--- src/rtl/apb_slave_rx.sv ---
// apb_slave_rx
//   Receive-side endpoint for one slave port of apb_interconnect. Words on the
//   shared slave_data bus are captured whenever bit SLAVE_ID of slave_valids is
//   high. They are buffered in a DEPTH-entry circular FIFO and drained over a
//   valid/ready handshake. Words pushed while the FIFO is full and not being
//   popped are dropped and counted in a saturating 8-bit counter.
//
// Ports
//   pclk          in   clock, rising edge
//   reset         in   synchronous active-low reset
//   slave_data    in   shared interconnect data bus
//   slave_valids  in   per-slave write strobes, only bit SLAVE_ID used
//   rd_ready      in   consumer accepts head word
//   rd_valid      out  FIFO non-empty
//   rd_data       out  head word, zero while empty
//   level         out  occupancy 0..DEPTH
//   full          out  level == DEPTH
//   overflow_cnt  out  dropped-word count, saturating at 255
module apb_slave_rx #(
  parameter int DATA_WIDTH  = 32,
  parameter int NUM_SOURCES = 4,
  parameter int SLAVE_ID    = 0,
  parameter int DEPTH       = 4
) (
  input  logic                         pclk,
  input  logic                         reset,
  input  logic [DATA_WIDTH-1:0]        slave_data,
  input  logic [NUM_SOURCES-1:0]       slave_valids,
  input  logic                         rd_ready,
  output logic                         rd_valid,
  output logic [DATA_WIDTH-1:0]        rd_data,
  output logic [$clog2(DEPTH+1)-1:0]   level,
  output logic                         full,
  output logic [7:0]                   overflow_cnt
);
  localparam int AW = $clog2(DEPTH);
  localparam int LW = $clog2(DEPTH+1);

  logic [DATA_WIDTH-1:0] r_mem [DEPTH];
  logic [AW-1:0]         r_rd_ptr;
  logic [AW-1:0]         r_wr_ptr;
  logic [LW-1:0]         r_level;
  logic [7:0]            r_ovf;

  logic w_push, w_pop, w_full, w_empty, w_accept, w_drop;
  // Strobes belonging to other slaves are deliberately ignored.
  logic w_unused;
  assign w_unused = ^slave_valids;

  assign w_push   = slave_valids[SLAVE_ID];
  assign w_full   = (r_level == LW'(DEPTH));
  assign w_empty  = (r_level == '0);
  assign w_pop    = !w_empty && rd_ready;
  // When full, a same-cycle pop frees the head slot, which is exactly the
  // slot wr_ptr points at, so the write can proceed.
  assign w_accept = w_push && (!w_full || w_pop);
  assign w_drop   = w_push && w_full && !w_pop;

  // Storage has no reset; stale contents are unreachable once pointers reset.
  always_ff @(posedge pclk) begin
    if (reset && w_accept) r_mem[r_wr_ptr] <= slave_data;
  end

  always_ff @(posedge pclk) begin
    if (!reset) begin
      r_rd_ptr <= '0;
      r_wr_ptr <= '0;
      r_level  <= '0;
      r_ovf    <= '0;
    end else begin
      // DEPTH is a power of two, so pointer increments wrap naturally.
      if (w_pop)    r_rd_ptr <= r_rd_ptr + AW'(1);
      if (w_accept) r_wr_ptr <= r_wr_ptr + AW'(1);
      if (w_accept && !w_pop)      r_level <= r_level + LW'(1);
      else if (w_pop && !w_accept) r_level <= r_level - LW'(1);
      if (w_drop && r_ovf != 8'hFF) r_ovf <= r_ovf + 8'd1;
    end
  end

  assign rd_valid     = !w_empty;
  assign rd_data      = w_empty ? '0 : r_mem[r_rd_ptr];
  assign level        = r_level;
  assign full         = w_full;
  assign overflow_cnt = r_ovf;
endmodule

--- config.mk ---
export PLATFORM = sky130hd
export DESIGN_NAME = apb_slave_rx
export DESIGN_NICKNAME = d
export VERILOG_FILES = /design/src/rtl/apb_slave_rx.sv
export SDC_FILE = /design/constraint.sdc
export NUM_CORES = 1
export LEC_CHECK = 0
export BUFFER_PORTS_ARGS = -buffer_cell sky130_fd_sc_hd__buf_2
export CAP_MARGIN = 20
export CORE_MARGIN = 2
export CORE_UTILIZATION = 40
export CTS_BUF_LIST = sky130_fd_sc_hd__clkbuf_4
export DETAILED_ROUTE_END_ITERATION = 8
export GPL_TIMING_DRIVEN = 0
export PLACE_DENSITY = 0.64
export SLEW_MARGIN = 20
export SYNTH_ARGS = -nofsm -noshare
export SYNTH_HDL_FRONTEND = slang
export SYNTH_SLANG_ARGS = --single-unit
--- constraint.sdc ---
create_clock -name pclk -period 2.35 [get_ports pclk]
set_input_delay 0.47 -clock pclk [delete_from_list [all_inputs] [get_ports pclk]]
set_output_delay 0.47 -clock pclk [all_outputs]
set_load 0.02 [all_outputs]
==> impl_metrics.yaml, run 1 <==
clock_tree:
  clock-sinks: 145
  insertion_delay_ns: 0.52
  numCtsBuffers: 17
  tritoncts: "yes"
  clockRootBuffer: "clkbuf_4"
  cts_max_path_buffers: 2
  clk_pin_slew_ns: 0.11
  htree_levels: 4
critical_path:
  critPathCaptureType: "primary output"
  reg2reg_from: "level[1]"
  worstSetupPathType: "reg -> out"
  cp_max_fo: 10
  cp-start-kind: "flop"
  ff2ff_setup_slack_ns: 0.14
  rr_endpoint: "level[2]"
  critPathRequiredTime_ns: 1.88
  ff2ff_path_depth: 8
  worstPathArrival_ns: 1.95
drt:
  top_layer_used: "met4"
  drt-initial-drc-count: 225
  drc_errors: 0
  dr_total_vias: 2958
  wl_per_cell_um: 17.64
  wl_met2_um: 5300
  vias_per_cell: 5.074
  drtAntennaViolNets: 0
  drt-total-wl_um: 10280
  wl_met3_um: 568
  wl_met1_um: 4275
  first_pass_iters: 4
timing:
  period_minus_slack_ns: 2.424
  finalCritPeriodShare: 1.032
  skew_ns: 0.01452
  setup_tns_ns: -1.418
  setup-violations-final: 32
  slew-limit-headroom: 0.3863
  fmax_ghz: 0.4125
  maxSlewViolCount: 0
  worstMarginPinSlew_ns: 0.9206
  hold_viol: 0
  grt_setup_unrepaired: "yes"
  finalWorstSetupSlack_ns: -0.07431
power_and_ir_drop:
  clkPwrFrac: 0.202
  p_comb_frac: 0.358
  p_total_uw: 7010
  seq_power_share: 0.440
  switching_power_uw: 2214
  vdd_drop_max_uv: 455.4
  p_int_uw: 4796
  power.share.switching: 0.3159
  cellPowerDensity_mw_per_mm2: 1047
  p_leak_uw: 0.002374
layout:
  num_antenna_cells: 0
  fin_area_sq_mm: 0.006693
  layout.nets: 439
  drive_above_1_share: 0.4218
  final_cells: 583
  synthToLayoutAreaGrowth_pct: 18.24
  fin_util: 0.4840
floorplanning:
  ios: 84
  die_y_um: 123.0
  start_util: 0.4094
  rows: 43
  dieArea_sq_mm: 0.01512
  die_w_um: 123.0
  core_area_sq_mm: 0.01383
synth:
  syn_inst: 292
  synth_edf_count: 128
  yosysSeqAreaShare: 0.7392
  synth_area_leaders: "edfxtp_1, mux4_2, dfxtp_1, and2_1, ha_1"
  synth_flop_cell: "edfxtp_1"
  synthDistinctLibCells: 31
  synth.largest_area_cell: "edfxtp_1"
  synth.cell_area_sq_mm: 0.005660
  syn_nets: 338
  avgSynthCellArea_sq_um: 19.39
  synth_commonest_cells: "edfxtp_1, and2_1, mux4_2"
  ys_seq_elements: 145
  synth_most_common_cell: "edfxtp_1"
  synth-async-reset-ratio: 0
  yosysTopAreaCellShare: 0.6790
  yosys_warnings: 0
placed_design:
  dp_cells: 552
  place_congestion: 0.7748
  hpwl_um: 6325
  postPlaceCellArea_sq_mm: 0.006292
  port_buffers: 80
run_status:
  violations: "setup timing"
  outcome: "complete, but fails checks"
global_route:
  grt_use_total: 0.1505
  antenna_found_initial: 0
  overflow: 0
  grt_max_degree: 33
  grt_pass1_vias: 3028
  grt_pass1_wl_um: 15960
min_path:
  whs_path_depth: 1
  min_from: "slave_data[29]"
  hp-class: "in -> reg"
  hold_end: "r_mem[3][29]"
flow_run:
  drv_cap: 0
## placed cells by master, fill, tap and decap left out, types with 2 or more instances in the layout
cell type  instances
clkinv_1           3
buf_6              6
dfxtp_4            2
inv_1              5
nand3_1            3
dfxtp_2            2
and2_1            27
or3_1              3
bufinv_16          2
o21ai_0            3
and3_2             4
ha_1               6
buf_4              7
a21oi_1            3
o2111ai_1          2
dfxtp_1           13
and2_4             5
clkinv_2           3
clkbuf_4          25
mux4_2            32
nand4_1            3
and4_1             2
xor2_1             7
edfxtp_1         128
buf_12             2
mux2i_1            4
nor2_1            12
buf_2             73
## layout make-up
cell class	count	area (sq um)
Multi-Input combinational cell	129	1429
Clock buffer	20	150.1
Clock inverter	9	93.84
Fill cell	1190	7134
Sequential cell	145	4194
Timing Repair Buffer	85	478.0
Buffer	10	103.9
Inverter	5	18.77
Tap cell	180	225.2
## through the flow
| stage | setup WS, ns | hold WS [ns] |
|---|---|---|
| finish | -0.07431 | 0.1555 |
| global route | -0.2127 | 0.08445 |
| CTS | -0.1520 | 0.1044 |
| detailed placement | -0.1494 | 0.5057 |
| global placement | -0.1077 | 0.4997 |
| floorplan | -0.008103 | 0.4847 |
## cells by family after synthesis
group	after synthesis	share of synthesized area
mux	36	0.1344
fa+ha+maj	7	0.01680
flops	145	0.7392
compound gates	11	0.01282
xor+xnor	8	0.01238
buf+inv	18	0.01260
simple gates	67	0.07184
## per-layer routing
metal  vias up  track usage
met3         8      0.04889
li1       1360            -
met2        78       0.2590
met4         0      0.06250
met5         -            0
met1      1512       0.1730
## sequential cells by signal, indices dropped and copies added, names as in the netlist, named ones only
| signal | flops |
|---|---|
| r_mem | 128 |
| overflow_cnt | 8 |
| level | 3 |
| r_rd_ptr | 2 |
| r_wr_ptr | 2 |
## power by group through the flow
| stage | Sequential, uW | Combinational [uW] | Clock, uW |
|---|---|---|---|
| after floorplan | 3120 | 1540 | 0 |
| after global placement | 3100 | 2270 | 0 |
| after detailed placement | 3120 | 2280 | 0 |
| after CTS | 3090 | 2420 | 1460 |
| after global routing | 3110 | 2720 | 1570 |
| final | 3080 | 2510 | 1410 |
## worst max-delay path, stage by stage (launching register included)
cell and delay, ns:
dfxtp_4 0.42, buf_8 0.18, mux4_2 0.50, and2_1 0.18, buf_2 0.16
## how the worst max path moves through the flow
stage	to	cells past startpoint
2_1_floorplan	level[2]	9
3_3_place_gp	level[2]	10
3_5_place_dp	level[2]	10
4_1_cts	rd_data[29]	4
5_1_grt	rd_data[29]	4
6_report	rd_data[29]	4
## what timing repair did
action                                 4_1_cts  5_1_grt
hold buffers                                 0        0
gates resized for setup                     29       19
endpoints found under the hold margin        0        0
setup buffers                                2        3
setup endpoints to repair                  162      162
No activity file was read; power rests on OpenSTA's default activity.
==> inputs of run 2 (changes only) <==
Settings changed: CTS_BUF_LIST sky130_fd_sc_hd__clkbuf_4 to unset.
==> run 2 against run 1 <==
  * The run now ends clean
  * Via count fell by 1.0%
  * Core utilization increased by 1.7 points
  * Clock-buffer cell count unchanged
  * Combinational power is 5% lower
  * Sequential share of layout area fell by 2.1 points
  * Clock skew shrank 0.0066 ns
  * Largest power group unchanged
==> impl_metrics.yaml, run 2 (same netlist as run 1, synthesis figures left out) <==
run_status:
  outcome: "finished, final reports clean"
timing:
  worstMarginPinSlew_ns: 0.9178
  grt_setup_unrepaired: "yes"
  period_minus_slack_ns: 2.301
  maxSlewViolCount: 0
  fmax_ghz: 0.4346
  skew_ns: 0.007930
  finalCritPeriodShare: 0.9790
  setup-violations-final: 0
  slew-limit-headroom: 0.3881
  hold-worst-slack_ns: 0.2760
  hold_viol: 0
global_route:
  overflow: 0
  grt_pass1_vias: 3050
  grt_pass1_wl_um: 16100
  grt_use_total: 0.1513
  grt_max_degree: 33
  antenna_found_initial: 0
power_and_ir_drop:
  seq_power_share: 0.390
  cellPowerDensity_mw_per_mm2: 1144
  clkPwrFrac: 0.308
  p_int_uw: 5599
  p_leak_uw: 0.002473
  p_comb_frac: 0.302
  vdd_drop_max_uv: 545.2
  switching_power_uw: 2322
  power.share.switching: 0.2931
clock_tree:
  numCtsBuffers: 17
  clk_pin_slew_ns: 0.06
  tritoncts: "yes"
  cts_max_path_buffers: 2
  insertion_delay_ns: 0.41
  clock-sinks: 145
  htree_levels: 4
  clockRootBuffer: "clkbuf_16"
drt:
  drt-total-wl_um: 10280
  drt-initial-drc-count: 222
  drtAntennaViolNets: 0
  wl_per_cell_um: 17.69
  dr_total_vias: 2927
  vias_per_cell: 5.038
  first_pass_iters: 4
  drc_errors: 0
critical_path:
  cp_max_fo: 10
  cp-start-kind: "flop"
  critPathRequiredTime_ns: 1.88
  critPathCaptureType: "primary output"
  worstSetupPathType: "reg -> out"
  worstPathArrival_ns: 1.83
  ff2ff_path_depth: 8
placed_design:
  dp_cells: 552
  hpwl_um: 6325
  place_congestion: 0.7748
  port_buffers: 80
layout:
  drive_above_1_share: 0.4015
  num_antenna_cells: 0
  top_register: "r_mem"
  fin_util: 0.5007
  layout.nets: 437
  final_common_cell: "edfxtp_1"
  final_cell_mix: "edfxtp_1, buf_2, mux4_2, and2_1, clkbuf_16"
  final_cells: 581
  synthToLayoutAreaGrowth_pct: 22.30
  nFillCells: 1165
  largest_register_ffs: 128
min_path:
  hp-class: "in -> reg"
  whs_path_depth: 1
floorplanning:
  die_w_um: 123.0
  rows: 43
  ios: 84
  start_util: 0.4094
  die_y_um: 123.0
  core_area_sq_mm: 0.01383
  dieArea_sq_mm: 0.01512
flow_run:
  drv_cap: 0
-- run 2: changes by cell type in the layout (fill, tap and decap cells not counted), sizes merged --
cell and delta:
clkbuf +1, buf -3
-- run 2: worst paths after layout --
kind | start | to | slack (ns)
worst max-delay path | flop | rd_data[6] | 0.05
worst min register to register | overflow_cnt[6] | overflow_cnt[6] | 0.52
worst max register to register | level[2] | level[2] | 0.14
worst min-delay path | slave_data[8] | r_mem[2][8] | 0.28
-- run 2: through the flow --
stage / setup TNS [ns] / power (uW) / setup WS, ns / instance area (sq um)
2_1_floorplan: -0.008103 / 4660 / -0.008103 / 5667
5_1_grt: -0.1016 / 8315 / -0.01975 / 6923
3_5_place_dp: -13.31 / 5396 / -0.1494 / 6292
4_1_cts: -0.1243 / 7938 / -0.02248 / 6865
3_3_place_gp: -12.19 / 5375 / -0.1077 / 6292
6_report: 0 / 7921 / 0.04930 / 6923
-- run 2: metal layers --
metal / track usage / vias up / wire length [um]
li1: - / 1354 / -
met1: 0.1775 / 1485 / 4316
met2: 0.2590 / 80 / 5217
met3: 0.04751 / 8 / 633
met4: 0.06034 / 0 / 112
met5: 0 / - / 0
-- run 2: layout make-up --
type	count	area, sq um	area share
tap	180	225.2	0.03253
inverter	5	18.77	0.002711
clock inverter	9	93.84	0.01356
timing repair buffer	83	427.9	0.06181
buffer	10	108.9	0.01572
clock buffer	20	436.7	0.06308
sequential	145	4190	0.6053
multi-input combinational	129	1421	0.2053
-- run 2: worst max-delay path: stages, from the launching register on --
cell and delay (ns):
dfxtp_4 0.41, buf_12 0.17, mux4_2 0.52, and2_4 0.18, buf_4 0.15
-- run 2: power groups by stage --
stage | combinational, uW | clock (uW) | sequential (uW)
2_1_floorplan | 1540 | 0 | 3120
3_3_place_gp | 2270 | 0 | 3100
3_5_place_dp | 2280 | 0 | 3120
4_1_cts | 2350 | 2500 | 3090
5_1_grt | 2600 | 2600 | 3110
6_report | 2390 | 2440 | 3090
-- run 2: repair_timing --
item / CTS / global route
setup buffers: 0 / 3
resized for setup: 21 / 13
endpoints found under the setup margin: 160 / 160
hold buffers: 0 / 0
